===== src/rtl/ysyx_22040365_seq.sv =====
// ysyx_22040365_seq: multi-cycle instruction sequencer.
//
// Walks each instruction through FETCH -> WAIT -> DECODE -> EXEC -> WB. It owns the PC,
// drives the instruction-memory request handshake and latches the fetched word for the
// decoder. It also gates the regfile enables, pulses the EX start and halts on ebreak,
// an illegal opcode or a fetch timeout. Only reset leaves HALT.
//
// Ports:
//   clk, rst                    clock; synchronous active-low reset
//   imem_req/addr/gnt/rvalid/rdata  instruction fetch handshake
//   inst, pc                    latched instruction and current PC
//   id_illegal                  decoder illegal-opcode flag, sampled in DECODE
//   rf_ren, rf_wen              regfile read / gated write enables
//   ex_start, ex_done, ex_wen_rd  EX unit handshake
//   commit                      one-cycle retire pulse
//   halt, halt_code             sticky halt, 1 ebreak / 2 illegal / 3 fetch timeout
//   cycle_cnt, instret          performance counters
//
// Optional feature: define YSYX_22040365_SEQ_PERF_EN to build the cycle and
// retired-instruction counters. Without it both outputs are tied to zero.

module ysyx_22040365_seq #(
    parameter logic [63:0] RESET_PC = 64'h8000_0000,
    parameter int unsigned TIMEOUT  = 16,
    parameter logic [31:0] EBREAK   = 32'h0010_0073
) (
    input  logic        clk,
    input  logic        rst,
    output logic        imem_req,
    output logic [63:0] imem_addr,
    input  logic        imem_gnt,
    input  logic        imem_rvalid,
    input  logic [31:0] imem_rdata,
    output logic [31:0] inst,
    output logic [63:0] pc,
    input  logic        id_illegal,
    output logic        rf_ren,
    output logic        ex_start,
    input  logic        ex_done,
    input  logic        ex_wen_rd,
    output logic        rf_wen,
    output logic        commit,
    output logic        halt,
    output logic [1:0]  halt_code,
    output logic [63:0] cycle_cnt,
    output logic [63:0] instret
);

    typedef enum logic [2:0] {
        StFetch,
        StWait,
        StDecode,
        StExec,
        StWb,
        StHalt
    } state_e;

    localparam bit          WdogEn   = (TIMEOUT != 0);
    localparam logic [31:0] WdogLast = WdogEn ? 32'(TIMEOUT - 1) : 32'd0;

    state_e      state_q, state_d;
    logic [63:0] pc_q, pc_d;
    logic [31:0] inst_q, inst_d;
    logic [1:0]  halt_code_q, halt_code_d;
    logic [31:0] wdog_q, wdog_d;
    // Marks the first EXEC cycle so ex_start is a single pulse.
    logic        ex_first_q, ex_first_d;

    // State register
    always_ff @(posedge clk) begin
        if (!rst) begin
            state_q     <= StFetch;
            pc_q        <= RESET_PC;
            inst_q      <= '0;
            halt_code_q <= '0;
            wdog_q      <= '0;
            ex_first_q  <= 1'b0;
        end else begin
            state_q     <= state_d;
            pc_q        <= pc_d;
            inst_q      <= inst_d;
            halt_code_q <= halt_code_d;
            wdog_q      <= wdog_d;
            ex_first_q  <= ex_first_d;
        end
    end

    // Next-state and datapath updates
    always_comb begin
        state_d     = state_q;
        pc_d        = pc_q;
        inst_d      = inst_q;
        halt_code_d = halt_code_q;
        wdog_d      = wdog_q;
        ex_first_d  = 1'b0;
        case (state_q)
            StFetch: begin
                wdog_d = '0;
                if (imem_gnt) begin
                    state_d = StWait;
                end
            end
            StWait: begin
                wdog_d = wdog_q + 32'd1;
                // Data arriving in the last allowed cycle still beats the watchdog.
                if (imem_rvalid) begin
                    inst_d  = imem_rdata;
                    wdog_d  = '0;
                    state_d = StDecode;
                end else if (WdogEn && (wdog_q == WdogLast)) begin
                    halt_code_d = 2'd3;
                    state_d     = StHalt;
                end
            end
            StDecode: begin
                if (inst_q == EBREAK) begin
                    halt_code_d = 2'd1;
                    state_d     = StHalt;
                end else if (id_illegal) begin
                    halt_code_d = 2'd2;
                    state_d     = StHalt;
                end else begin
                    ex_first_d = 1'b1;
                    state_d    = StExec;
                end
            end
            StExec: begin
                if (ex_done) begin
                    state_d = StWb;
                end
            end
            StWb: begin
                pc_d    = pc_q + 64'd4;
                state_d = StFetch;
            end
            StHalt: begin
                state_d = StHalt;
            end
            default: begin
                state_d = StFetch;
            end
        endcase
    end

    // Outputs; strobes are forced low while reset is asserted.
    always_comb begin
        imem_req  = rst && (state_q == StFetch);
        rf_ren    = rst && ((state_q == StDecode) || (state_q == StExec));
        ex_start  = rst && (state_q == StExec) && ex_first_q;
        commit    = rst && (state_q == StWb);
        rf_wen    = rst && (state_q == StWb) && ex_wen_rd;
        halt      = (state_q == StHalt);
        halt_code = halt_code_q;
        imem_addr = pc_q;
        pc        = pc_q;
        inst      = inst_q;
    end

`ifdef YSYX_22040365_SEQ_PERF_EN
    logic [63:0] cycle_q, cycle_d;
    logic [63:0] instret_q, instret_d;

    always_ff @(posedge clk) begin
        if (!rst) begin
            cycle_q   <= '0;
            instret_q <= '0;
        end else begin
            cycle_q   <= cycle_d;
            instret_q <= instret_d;
        end
    end

    always_comb begin
        cycle_d   = cycle_q;
        instret_d = instret_q;
        if (state_q != StHalt) begin
            cycle_d = cycle_q + 64'd1;
        end
        if (state_q == StWb) begin
            instret_d = instret_q + 64'd1;
        end
    end

    assign cycle_cnt = cycle_q;
    assign instret   = instret_q;
`else
    assign cycle_cnt = '0;
    assign instret   = '0;
`endif

endmodule


===== config.mk =====
export PLATFORM = sky130hd
export DESIGN_NAME = ysyx_22040365_seq
export DESIGN_NICKNAME = d
export VERILOG_FILES = /design/src/rtl/ysyx_22040365_seq.sv
export SDC_FILE = /design/constraint.sdc
export NUM_CORES = 1
export LEC_CHECK = 0
export CELL_PAD_IN_SITES_DETAIL_PLACEMENT = 1
export CELL_PAD_IN_SITES_GLOBAL_PLACEMENT = 2
export CORE_ASPECT_RATIO = 0.7
export CORE_MARGIN = 2
export CORE_UTILIZATION = 21
export CTS_BUF_LIST = sky130_fd_sc_hd__clkbuf_4
export DETAILED_ROUTE_END_ITERATION = 8
export PLACE_DENSITY_LB_ADDON = 0.3
export SLEW_MARGIN = 20
export SYNTH_ARGS = -nofsm -noshare
export SYNTH_HDL_FRONTEND = slang
export SYNTH_SLANG_ARGS = --single-unit

===== constraint.sdc =====
create_clock -name clk -period 2.3 [get_ports clk]
set_clock_uncertainty 0.2 [all_clocks]
set_input_delay 0.46 -clock clk [delete_from_list [all_inputs] [get_ports clk]]
set_output_delay 0.46 -clock clk [all_outputs]
set_load 0.005 [all_outputs]

=== Word level (Yosys, flattened, before mapping) ===
Index checks and enable logic that the tools add are counted.

* Register bits: 134
* Logic and storage cells: 52
* Output and inout bits: 296
* Input bits: 39

* Add/sub/neg operators: 2
* Bitwise gates (word level): 2
* Multiplexer cells: 15
* Reduce and logical (&&, ||, !) cells: 14
* Equality and inequality tests: 13

{| class="wikitable"
|+ Operators by type and width
! kind !! number
|-
| $add A64 B3 Y64 const B || 1
|-
| $pmux W32 S2 || 1
|-
| $add A32 B1 Y32 const B || 1
|-
| $eq A32 B21 Y1 const B || 1
|-
| $eq A32 B4 Y1 const B || 1
|-
| $mux W32 || 1
|-
| $mux W3 || 6
|-
| $pmux W3 S5 || 1
|-
| $mux W2 || 4
|-
| $ne A2 B2 Y1 const B || 4
|-
| $eq A3 B2 Y1 const B || 2
|-
| $eq A3 B3 Y1 const B || 2
|-
| $logic_and A1 B1 Y1 || 6
|-
| $ne A3 B3 Y1 const B || 2
|-
| $pmux W2 S2 || 1
|-
| $reduce_and A4 Y1 || 1
|-
| $reduce_bool A2 Y1 || 2
|-
| $eq A3 B1 Y1 const B || 1
|-
| $logic_not A3 Y1 || 1
|-
| $reduce_and A3 Y1 || 1
|-
| $reduce_or A3 Y1 || 1
|-
| $not A1 Y1 || 2
|-
| $reduce_and A2 Y1 || 1
|-
| $logic_or A1 B1 Y1 || 1
|-
| $mux W1 || 1
|}

=== Longest topological paths before layout ===
Gate-level depths: netlist (run 1).

* Depth after elaboration: 4
* Gate-level depth with buffers: 8
* Gate-level depth less buffers: 6

=== Worst setup path before layout (run 1) ===
Ideal clock, no wire load.

* Kind: reg-to-reg
* Start: reg pc_q[50] (netlist: imem_addr[50])
* End: reg pc_q[63] (netlist: imem_addr[63])
* Required time: 2.030 ns
* Data arrival time: 1.943 ns
* Buffers on the path: 0
* Library setup time: 0.070 ns
* Stages on the path, launching flop included: 6
* Clock period less this slack: 2.213 ns
* Path slack: 0.087 ns
* Path through: dfxtp_1 > nand4_2 > or3_4 > or3_4 > or4_1 > a21oi_1

* Cells in the longest elaborated chain, start to end: 1

{| class="wikitable"
|+ Ends and longest elaborated chain
! element !! RTL line !! text
|-
| start, declared || 62 || <nowiki>logic [63:0] pc_q, pc_d;</nowiki>
|-
| start signal, assigned || 80 || <nowiki>pc_q <= pc_d;</nowiki>
|-
| $add A64 B3 Y64 || 133 || <nowiki>pc_d = pc_q + 64'd4;</nowiki>
|}

Every way passes these cells.
A chain may end at the register's enable or synchronous reset.

=== Worst setup path in the final report (run 1) ===
* Start: reg state_q[0]
* End: out rf_wen

* Cells in the longest elaborated chain, start to end: 3

{| class="wikitable"
|+ Ends and longest elaborated chain
! element !! RTL line !! text
|-
| start, declared || 61 || <nowiki>state_e state_q, state_d;</nowiki>
|-
| start signal, assigned || 72 || <nowiki>state_q <= StFetch;</nowiki>
|-
| start signal, assigned || 79 || <nowiki>state_q <= state_d;</nowiki>
|-
| $eq A3 B3 Y1 || 151 || <nowiki>rf_wen = rst && (state_q == StWb) && ex_wen_rd;</nowiki>
|-
| $logic_and A1 B1 Y1 (2 in series) || 151 ||
|-
| end, declared || 41 || <nowiki>output logic rf_wen,</nowiki>
|}

Every way passes these cells.

==> impl_metrics.toml, run 1 <==
[cts]
clock_tree.root_cell = "clkbuf_4"
cts_buffers = 17
cts_hold_buf = 0
clk_pin_slew_ns = 0.12
worstSkewPairLatency_ns = 0.59
cts_max_level = 4
clock_path_buffers = 2
clock-sinks = 132
cts_tree = "yes"

[floorplan]
io_pins = 335
initial_core_util_pct = 21.38
die_area_um2 = 38220
rows = 58
fp.dieW_um = 232.8
die_h_um = 164.2
core_um2 = 35990

[min_path]
worst_hold_path_type = "input pin to register"
min-delay-start = "imem_rdata[19]"

[routing]
vias = 7346
routed_wl_um = 27920
drc = 0
firstDrtPassIters = 4
drt_iter0_drc = 299
avgRoutedWirePerCell_um = 16.20
vias_per_cell = 4.263
ant_nets = 0

[timing]
fin_crit_ns = 2.285
hold_viol = 0
setup_viol = 0
min_period_over_period_pct = 99.34
grt_setup_unrepaired = "true"
fin_tns_setup_ns = 0
clock.fmax_mhz = 437.6
drv_slew = 0

[worst_setup_path]
worstReg2RegStart = "imem_addr[54]"
critPathMaxFanout = 3
crit_type = "register to output pin"
worstPathArrival_ns = 1.62
cp_cell_sequence = "nor3b_4 -> buf_6 -> buf_6 -> and3_1 -> buf_2"
critPathRequiredTime_ns = 1.64
critical-path-max-stage-delay_ns = 0.35
cp-end-kind = "output pin"
cpMostUsedCell = "buf_6"
cp-start-kind = "register"
critPathSlowestCell = "dfxtp_2"
crit_start = "state_q[0]"

[layout]
areaGrowthSynthToFinish_pct = 39.81
design_area_um2 = 10760
drive_gt1_share_pct = 22.24
nets = 1271
fin_util_pct = 29.89

[placed_design]
dp_hpwl_um = 20870
gp_congestion = 0.7528
portBuffers = 202
dpl_cell_area_um2 = 10080

[logic_synthesis]
seq_area_frac_synth_pct = 34.34
synth_enable_flop_cells = 0
ys.warnings.count = 0
synth.distinct_cells = 57
synthCells = 976
synthArstFlopShare_pct = 0
syn_avg_cell_area_um2 = 7.885
synthesis.area_um2 = 7696
ys.flop_type = "dfxtp_1"
ys_ff_latch = 132

[run]
maxCapViolCount = 0

[global_route]
grt_pass1_vias = 7272
antenna_found_initial = 1
grt_usage_pct = 14.27
grt_max_degree = 35
overflow = 0
grt_pass1_wl_um = 42190

[power_and_ir_drop]
p_leak_nw = 4.941
combPwrFrac_pct = 13.4
swShare_pct = 27.97
internal_power_mw = 3.272
pwr-share-seq_pct = 51.9
powerDensity_nw_per_um2 = 422.1
ir_drop_mv = 0.2795
net-switching-power_mw = 1.270
p_clk_share_pct = 34.7
finalPower_mw = 4.542

[outcome]
status = "completed"
-- state kept, by name, summed over array words and instances, names as in the netlist --
name	cells
state_q	3
halt_code	2
ex_first_q	1
wdog_q	32
imem_addr	62
inst	32
-- stage by stage --
stage	instances	setup slack (ns)	hold WS (ns)
after floorplan	1107	0.08699	0.2534
after global placement	1667	-0.1871	0.2604
final	1723	0.01507	0.2059
after global routing	1722	-0.1209	0.1489
after detailed placement	1667	-0.1964	0.2653
after CTS	1715	-0.09172	0.1318
-- layout make-up --
| cell class | count | area (um2) |
|---|---|---|
| Sequential cell | 132 | 2725 |
| Multi-Input combinational cell | 716 | 3998 |
| Clock inverter | 8 | 86.33 |
| Tap cell | 480 | 600.6 |
| Antenna cell | 2 | 5.005 |
| Timing Repair Buffer | 343 | 3104 |
| Fill cell | 4433 | 25230 |
| Inverter | 20 | 76.32 |
| Clock buffer | 22 | 165.2 |
-- power by group through the flow --
stage / combinational [mW] / sequential [mW] / clock, mW
5_1_grt: 0.673 / 2.37 / 1.75
2_1_floorplan: 0.422 / 2.41 / 0
3_3_place_gp: 0.562 / 2.41 / 0
6_report: 0.608 / 2.36 / 1.57
3_5_place_dp: 0.566 / 2.41 / 0
4_1_cts: 0.598 / 2.36 / 1.67
-- per-layer routing --
metal | share of wire (%) | GRT usage [%] | wire, um
met4 | 0.75 | 2.982 | 210
met1 | 53 | 21.27 | 14760
met2 | 41 | 20.18 | 11450
met3 | 5.4 | 3.872 | 1494
met5 | 0 | 0 | 0
-- logic make-up (layout without fill, tap and decap cells) --
kind of cell             count (synthesis)  count (layout)  share of synthesized area [%]
flip-flops                             132             132                          34.34
multiplexers                             4               4                         0.5203
AND/OR/NAND/NOR                        376             376                          26.14
buffers and inverters                  259             393                          22.22
XOR/XNOR                                33              33                          3.755
AO/OA/AOI/OAI                          169             169                          12.65
other                                    1             134                        0.04873
adder cells (fa/ha/maj)                  2               2                         0.3251
-- Yosys cell counts, types with 13 or more instances --
library cell	instances	area share, %
buf_4	194	19
dfxtp_1	132	34
nand2_1	99	4.8
a21oi_1	87	5.7
nor2_1	60	2.9
nand4_1	39	3.2
clkbuf_1	37	1.8
nand3_1	36	2.3
o21ai_0	36	2.3
or3_1	23	1.9
inv_1	20	0.98
nor3_1	17	1.1
nor4_1	17	1.4
xnor2_1	17	1.9
and3_1	16	1.3
xor2_1	16	1.8
and2_1	13	1.1
or4_1	13	1.3
-- path summary, 6_finish.rpt --
kind                   end  slack (ns)  cells after the start
min               inst[19]        0.21                      3
min reg2reg        inst[9]        0.28                      2
max reg2reg  imem_addr[63]        0.05                      6
max                 rf_wen        0.02                      5
-- what timing repair did --
item / in CTS / in global routing
setup endpoints to repair: 128 / 78
setup buffers: 19 / 7
pin swaps: 4 / 14
gates resized for setup: 177 / 70
cloned: 0 / 1
-- worst max-delay path, delay by kind of cell, from the launching register on --
family | cells | cell delay, ns
flip-flops | 1 | 0.35
AND/OR/NAND/NOR | 2 | 0.33
buffers and inverters | 3 | 0.37
-- cells in the final DEF (no fill, tap or decap), types with 7 or more instances in the layout --
| cell | instances |
|---|---|
| o21ai_0 | 34 |
| and2_1 | 12 |
| dfxtp_2 | 57 |
| nand3_1 | 36 |
| nor4_1 | 16 |
| buf_6 | 16 |
| nor3_1 | 14 |
| clkdlybuf4s50_1 | 89 |
| and3_1 | 14 |
| buf_4 | 124 |
| dfxtp_1 | 72 |
| clkbuf_4 | 22 |
| or3_1 | 21 |
| dlygate4sd2_1 | 79 |
| xnor2_1 | 17 |
| inv_1 | 19 |
| o31ai_1 | 12 |
| or4_1 | 8 |
| nand4_1 | 39 |
| conb_1 | 132 |
| nor2_1 | 58 |
| a31oi_1 | 7 |
| nand2_1 | 99 |
| dlymetal6s2s_1 | 28 |
| and4_1 | 10 |
| xor2_1 | 16 |
| a21oi_1 | 81 |
(Power assumes the default switching activity.)
==> run 2, diff against run 1 <==
- CORE_UTILIZATION: 21 -> 25
- clock period: 2.3 -> 3 ns (I/O delays scaled with it)
==> run 2 against run 1 <==
Cell count shrank 11%. Critical path type unchanged. Total power shrank 25%. Critical path depth decreased by 1. Highest routed layer is now met5. Non-clock buffer count shrank 114. Critical endpoint unchanged. Sequential share of layout area increased by 2.2 points. Hold slack improved by 0.074 ns. Core utilization increased by 2.0 points. Final area down 11%. Count of clock-buffer cells in the layout rose by 1. Routed wire length down 11%. Via count is 6.6% lower.
==> impl_metrics.toml, run 2 (synthesis gave the netlist of run 1 again) <==
[layout]
largest_reg_flops = 62
final_common_cell = "clkdlybuf4s50_1"
final_cell_mix = "clkdlybuf4s50_1, conb_1, dfxtp_1"
nets = 1157
areaGrowthSynthToFinish_pct = 25.02
fin_util_pct = 31.89
drive_gt1_share_pct = 6.738

[routing]
drc = 0
drt_iter0_drc = 310
firstDrtPassIters = 4
vias_per_cell = 4.454
ant_nets = 0
avgRoutedWirePerCell_um = 16.09
vias = 6864
routed_wl_um = 24800

[power_and_ir_drop]
finalPower_mw = 3.417
powerDensity_nw_per_um2 = 355.2
p_leak_nw = 3.361
ir_drop_mv = 0.2308

[worst_setup_path]
cp_num_buf_inv = 2
crit_type = "register to output pin"
worstPathArrival_ns = 2.05
cp_top_family = "buffers and inverters"
critPathMaxFanout = 12
cp_cell_sequence = "nor3b_2 -> buf_6 -> and3_1 -> clkdlybuf4s50_1"
critical-path-max-stage-delay_ns = 0.49
r2r_cells = 5
worstReg2RegStart = "imem_addr[30]"
critPathSlowestCell = "clkdlybuf4s50_1"
worst-r2r-setup-slack_ns = 0.37
cp-start-kind = "register"
cp-end-kind = "output pin"
critPathRequiredTime_ns = 2.20
r2r-end = "imem_addr[56]"

[floorplan]
rows = 53
fp.dieW_um = 213.7
die_h_um = 150.8
core_um2 = 30170
die_area_um2 = 32230
io_pins = 335
initial_core_util_pct = 25.51

[placed_design]
gp_congestion = 0.7218
dp_hpwl_um = 18230
portBuffers = 202

[timing]
relSlewSlack_pct = 58.68
fin_crit_ns = 2.854
clock.fmax_mhz = 350.3
hold_viol = 0
grt_setup_unrepaired = "false"
min_period_over_period_pct = 95.15
fin_tns_setup_ns = 0
whs_ns = 0.2800
setup_viol = 0
drv_slew = 0
tightest_slew_ns = 0.6174

[cts]
cts_buffers = 17
clock_tree.root_cell = "clkbuf_4"
clk_pin_slew_ns = 0.12
clock-sinks = 132
cts_max_level = 4
cts_setup_buffers = 0
clock_path_buffers = 2
worstSkewPairLatency_ns = 0.58
cts_hold_buf = 0
cts_tree = "yes"

[min_path]
worst_hold_path_type = "register to register"
whs_path_depth = 2
min-delay-start = "inst[4]"
hold_end = "inst[4]"

[global_route]
grt_pass1_wl_um = 37530
grt_usage_pct = 15.04
antenna_found_initial = 3
grt_pass1_vias = 6490
grt_max_degree = 107
overflow = 0

[run]
maxCapViolCount = 0

[outcome]
status = "completed"
run 2: cell types whose count changed in the layout (fill, tap and decap cells not counted), moves of 15 or more:
cell,before,now
buf_6,16,1
buf_4,124,24
dfxtp_1,72,131
dfxtp_2,57,0
dlygate4sd2_1,79,0
dlymetal6s2s_1,28,1
clkdlybuf4s50_1,89,201
run 2: layout make-up:
class | instances | area, um2
multi-input combinational | 716 | 3867
clock buffer | 23 | 172.7
antenna | 1 | 2.502
sequential | 132 | 2646
clock inverter | 8 | 85.08
fill | 3680 | 20550
tap | 412 | 515.5
timing repair buffer | 229 | 2256
inverter | 20 | 76.32
run 2: report_power, final:
group / switching, mW / leakage [nW] / internal (mW)
sequential: 0.0284 / 1.07 / 1.78
combinational: 0.230 / 2.15 / 0.171
clock: 0.673 / 0.148 / 0.532
run 2: tightest hold or removal path, delay by kind of cell, from the launching register on:
kind / cells / cell delay (ns)
and+or+nand+nor: 1 / 0.05
DFF: 1 / 0.33
AOI/OAI and AO/OA: 1 / 0.05
run 2: layer usage:
layer | GRT usage (%) | share of wire, % | vias up
met5 | 0 | 0.052 | -
met4 | 4.201 | 1.3 | 2
met3 | 3.774 | 5.0 | 21
met2 | 21.04 | 41 | 184
met1 | 22.47 | 52 | 3286
li1 | - | - | 3371
run 2: worst max-delay path by stage:
stage                       start             to  depth (start not counted)
detailed placement            rst       ex_start                          5
global placement              rst       ex_start                          5
CTS                    state_q[1]       imem_req                          4
floorplan           imem_addr[50]  imem_addr[63]                          5
global route           state_q[1]         rf_wen                          4
finish                 state_q[1]         rf_wen                          4
run 2: through the flow:
| stage | instance area [um2] | instances | worst slack, ns |
|---|---|---|---|
| after floorplan | 8188 | 1107 | 0.7870 |
| after global placement | 9329 | 1509 | 0.1833 |
| after detailed placement | 9329 | 1509 | 0.1443 |
| after CTS | 9593 | 1540 | 0.0003686 |
| after global routing | 9622 | 1541 | 0.02011 |
| final | 9622 | 1541 | 0.1456 |
run 2: repair_timing:
item | 4_1_cts | 5_1_grt
resized for setup | 3 | 8
pin swaps | 0 | 0
endpoints found under the setup margin | 1 | 5
==> run 3, diff against run 2 <==
- HOLD_SLACK_MARGIN: unset -> 0.08
- SLEW_MARGIN: 20 -> unset
- clock period: 3 -> 3.3 ns (I/O delays scaled with it)
==> run 3 against run 2 <==
Register-to-register slack better by 0.14 ns. Via count up 0.57%. Core utilization fell by 0.18 points. Global-route usage is 0.32 points lower. Critical path depth stayed put. Flip-flop and latch count did not move. Count of clock-buffer cells in the layout decreased by 6. Highest routed layer is now met4.
==> impl_metrics.toml, run 3 (synthesis gave the netlist of run 1 again) <==
[routing]
vias_per_cell = 4.491
firstDrtPassIters = 4
avgRoutedWirePerCell_um = 15.97
routed_wl_um = 24550
ant_nets = 0
vias = 6903
drt_iter0_drc = 244
drc = 0

[floorplan]
io_pins = 335
initial_core_util_pct = 25.51
fp.dieW_um = 213.7
die_area_um2 = 32230
core_um2 = 30170
die_h_um = 150.8
rows = 53

[power_and_ir_drop]
swShare_pct = 28.51
pwr-share-seq_pct = 51.5
ir_drop_mv = 0.1419
internal_power_mw = 2.285
powerDensity_nw_per_um2 = 334.1
p_leak_nw = 3.307
combPwrFrac_pct = 11.3
net-switching-power_uw = 911.4
p_clk_share_pct = 37.2

[timing]
grt_setup_unrepaired = "false"
tightest_slew_ns = 0.6917
hold_viol = 0
whs_ns = 0.2784
min_period_over_period_pct = 95.58
worst_slack_ns = 0.1459
setup_viol = 0
clock.fmax_mhz = 317.1
relSlewSlack_pct = 53.89
drv_slew = 0
fin_tns_setup_ns = 0
fin_crit_ns = 3.154

[layout]
areaGrowthSynthToFinish_pct = 24.32
design_area_um2 = 9568
drive_gt1_share_pct = 6.139
final_cell_mix = "clkdlybuf4s50_1, conb_1, dfxtp_1"
nets = 1152
final_common_cell = "clkdlybuf4s50_1"
largest_reg_flops = 62

[placed_design]
dpl_cell_area_um2 = 9266
gp_congestion = 0.7410
dp_hpwl_um = 17960
portBuffers = 202
pre_cts_ws_ns = 0.2977

[min_path]
whs_path_depth = 2
min-delay-start = "inst[1]"
hold_end = "inst[1]"
worst_hold_path_type = "register to register"

[worst_setup_path]
critPathMaxFanout = 12
critPathSlowestCell = "clkdlybuf4s50_1"
worstPathArrival_ns = 2.29
r2r-end = "imem_addr[59]"
worst-r2r-setup-slack_ns = 0.51
cp_top_family = "buffers and inverters"
critPathRequiredTime_ns = 2.44
critical-path-max-stage-delay_ns = 0.55
r2r_cells = 5
cp-start-kind = "register"
cp_cell_sequence = "buf_4 -> or2_2 -> nor3_1 -> clkdlybuf4s50_1"
worstReg2RegStart = "imem_addr[17]"
crit_type = "register to output pin"
cp_num_buf_inv = 2
cp-end-kind = "output pin"

[global_route]
grt_pass1_wl_um = 36960
grt_usage_pct = 14.72
grt_max_degree = 61
grt_pass1_vias = 6530
overflow = 0
antenna_found_initial = 1

[cts]
clk_pin_slew_ns = 0.12
cts_setup_buffers = 0
cts_buffers = 17
worstSkewPairLatency_ns = 0.57
clock-sinks = 132
cts_max_level = 4
clock_tree.root_cell = "clkbuf_4"
cts_resized = 0
cts_tree = "yes"
cts_hold_buf = 0
clock_path_buffers = 2

[outcome]
status = "completed"

[run]
maxCapViolCount = 0
[run 3: cell types whose count changed in the layout (fill, tap and decap cells not counted), sizes merged]
cell,delta
clkinv,+1
clkbuf,-6
dlymetal6s2s,-1
clkinvlp,+5
bufinv,+1
buf,-5
clkdlybuf4s50,+1
[run 3: worst max-delay path by stage]
stage,start,endpoint,slack (ns),cells after the start
floorplan,imem_addr[50],imem_addr[63],1.09,5
global placement,rst,rf_wen,0.31,4
CTS,state_q[1],rf_wen,0.05,4
global route,state_q[1],imem_req,0.02,4
detailed placement,rst,ex_start,0.30,5
finish,state_q[1],imem_req,0.15,4
[run 3: cell type report]
cell class,instances,area (um2)
multi-input combinational,716,3851
timing repair buffer,224,2187
sequential,132,2643
tap,412,515.5
antenna,1,2.502
clock inverter,15,165.2
fill,3674,20600
clock buffer,17,127.6
inverter,20,76.32
[run 3: metal layers]
layer	part of all wire [%]	global-route usage [%]	vias to the layer above
li1	-	-	3366
met1	52	21.82	3346
met2	42	21.15	176
met3	4.9	3.732	15
met4	0.82	3.333	0
met5	0	0	-
[run 3: worst register-to-register path, cell delays in order (launching register included)]
cell     delay, ns
dfxtp_1       0.53
nand4_1       0.27
nor4_2        0.50
nand3_1       0.46
or4_1         0.61
a21oi_1       0.16
[run 3: per-stage QoR]
stage,util (%),power (mW),cells
6_report,31.71,3.197,1537
5_1_grt,31.71,3.361,1537
4_1_cts,31.68,3.255,1536
3_5_place_dp,30.71,2.041,1504
3_3_place_gp,30.71,2.037,1504
2_1_floorplan,-,1.973,1107
[run 3: power groups by stage]
stage / Combinational (mW) / Clock (mW) / Sequential [mW]
after floorplan: 0.294 / 0 / 1.68
after global placement: 0.357 / 0 / 1.68
after detailed placement: 0.360 / 0 / 1.68
after CTS: 0.362 / 1.25 / 1.65
after global routing: 0.406 / 1.30 / 1.65
final: 0.362 / 1.19 / 1.65
==> RTL edit: new RTL, flow settings as in run 3 <==
Encoding of `state_e`: now Gray code (3 bits for 6 states).
--- a/src/rtl/ysyx_22040365_seq.sv
+++ b/src/rtl/ysyx_22040365_seq.sv
@@ -48,10 +48,10 @@
 
     typedef enum logic [2:0] {
-        StFetch,
-        StWait,
-        StDecode,
-        StExec,
-        StWb,
-        StHalt
+        StFetch  = 3'b000,
+        StWait   = 3'b001,
+        StDecode = 3'b011,
+        StExec   = 3'b010,
+        StWb     = 3'b110,
+        StHalt   = 3'b111
     } state_e;
 
Function: same outputs for any inputs over 10 cycles, from zero or initial values and one cycle with rst low; not proved beyond that.
==> RTL edit against run 3 <==
  * Clock power shrank 10%
  * Sequential cell count is the same
  * Synthesized area shrank 0.86%
  * Via count grew 1.1%
  * Worst setup slack gained 0.065 ns
  * Total power grew 6.9%
  * Design area shrank 0.76%
  * Wire length shrank 0.69%
  * Highest routed layer unchanged
==> RTL edit: results (changes against run 3) <==
- Outcome: finished clean
- Tot GR Track Use: 15.14% (+0.41 points)
- PortBufs: 202 (unchanged)
- Crit. Startpoint: state_q[2]
- Largest net degree at the start of global routing: 48 (-21%)
- Leakage power: 0.003232 µW (-2.3%)
- Final #Nets: 1161 (+0.78%)
- Wirelength, routed: 24.38 mm (-0.69%)
- Clock transition at path regs: 0.12 ns (about the same)
- EDFF count, synth: 0 (unchanged)
- Synth area leaders: dfxtp_1 35%, buf_4 19%, nand2_1 5.9%, a21oi_1 5.6%, nor2_1 3.1%
- Count of different cell masters after synthesis: 57 (unchanged)
- Initial antenna violation count: 0 (-1)
- Worst R2R Setup Slack: 0.59 ns (+0.08 ns)
- Register area share after synthesis: 34.63% (+0.30 points)
- Avg Vias per Cell: 4.525 (+0.76%)
- Longest Clk Path Bufs: 2 (unchanged)
- Slew HR: 51.43% (-2.5 points)
- RR Endpoint: imem_addr[57]
- # fillers: 3642 (-0.87%)
- Cts bufs inserted: 17 (unchanged)
- CTS root buf: clkbuf_4
- Slowest stage delay, CP: 0.49 ns (-0.06 ns)
- CP top delay family: buffers and inverters
- Post-CTS setup buffers: 0 (unchanged)
- First-pass GRT wire length: 37.61 mm (+1.7%)
- Slowest CP cell: clkdlybuf4s50_1
- Hold Crit Class: reg -> reg
- Dpl hpwl: 18.13 mm (+0.96%)
- Avg Inst Size Synth: 7.817 µm² (-0.86%)
- Crit-path max FO: 11 (-1)
- Peak supply drop: 0.0001773 V (+25%)
- N_diodes: 0 (-1)
- H-tree depth: 4 (unchanged)
- Max reg flops: 62 (unchanged)
- Worst-Skew Late Latency: 0.56 ns
- Crit Reg-Reg Startpoint: imem_addr[6]
- Post-synth top cells: 195 x buf_4, 132 x dfxtp_1, 120 x nand2_1, 86 x a21oi_1, 64 x nor2_1
- Grt total ovfl: 0 (unchanged)
- Worst setup endpoint: commit
- Placed cell areas: 9225 µm² (-0.45%)
- DRT Pass-1 Iters: 4 (unchanged)
- Yosys warning total: 0 (unchanged)
- RePlAce Congestion: 0.7257 (-2.1%)
- Number of global-route vias before repair: 6686 (+2.4%)
- WP data arrival: 2.23 ns (-0.06 ns)
- Worst reg2reg path depth: 5 (unchanged)
- DRT iter0 DRCs: 261 (+7.0%)
- Fraction of registers with async set/reset: 0% (unchanged)
- Share of post-route cells with drive strength above 1: 5.841% (-0.30 points)
RTL edit: cell count changes after synthesis, sizes merged, moves of 7 or more:
cell | run 3 | this run
and2 | 15 | 8
clkbuf | 39 | 31
nor4 | 20 | 27
nand4 | 40 | 30
nand2 | 99 | 120
RTL edit: metrics by stage:
| step | setup slack [ns] | instances | setup TNS [ns] | util, % |
|---|---|---|---|---|
| 2_1_floorplan | 0.9841 | 1107 | 0 | - |
| 3_3_place_gp | -0.01624 | 1513 | -0.01624 | 30.71 |
| 3_5_place_dp | -0.02702 | 1513 | -0.02702 | 30.71 |
| 4_1_cts | 0.04282 | 1542 | 0 | 31.60 |
| 5_1_grt | 0.04789 | 1542 | 0 | 31.61 |
| 6_report | 0.2105 | 1542 | 0 | 31.61 |
RTL edit: kinds of logic after synthesis:
family | share of synthesized area [%]
DFF | 34.63
xor gates and xnor gates | 3.559
AOI/OAI and AO/OA | 12.51
adders and majority gates | 0.3279
other | 0.04915
buffers and inverters | 21.91
muxes | 0.3936
and+or+nand+nor | 26.62
RTL edit: metal layers:
layer | track usage [%] | routed length (µm) | share of wire, %
met1 | 21.60 | 11970 | 49
met2 | 21.50 | 10500 | 43
met3 | 5.403 | 1701 | 7.0
met4 | 3.566 | 210 | 0.86
met5 | 0 | 0 | 0
RTL edit: worst min-delay path by stage:
stage               start         end  slack, ns  depth (start not counted)
2_1_floorplan  wdog_q[26]  wdog_q[26]       0.25                          1
5_1_grt          inst[19]    inst[19]       0.31                          2
6_report         inst[16]    inst[16]       0.28                          2
4_1_cts          inst[16]    inst[16]       0.28                          2
3_3_place_gp     inst[19]    inst[19]       0.26                          2
3_5_place_dp     inst[16]    inst[16]       0.26                          2
RTL edit: power by group:
group	leakage [µW]	total [µW]	switching, µW	internal [µW]
clock network	0.000144	1070	608	461
registers	0.00107	1710	61.3	1650
logic	0.00202	636	377	260
RTL edit: final cells by class:
class / count / share of cell area (%)
Tap cell: 412 / 5.429
Multi-Input combinational cell: 728 / 40.31
Sequential cell: 132 / 27.88
Inverter: 15 / 0.6061
Clock inverter: 8 / 0.9224
Clock buffer: 21 / 1.660
Timing Repair Buffer: 226 / 23.19
RTL edit: timing repair:
| action | CTS | global route |
|---|---|---|
| gates cloned | 0 | 0 |
| resized for setup | 5 | 1 |
| hold endpoints to repair | 0 | 0 |
| setup endpoints to repair | 2 | 1 |
RTL edit: worst min-delay path: cells and delay by family (launching register included):
family | cells | cell delay, ns
flops | 1 | 0.34
simple gates | 1 | 0.05
compound gates | 1 | 0.05
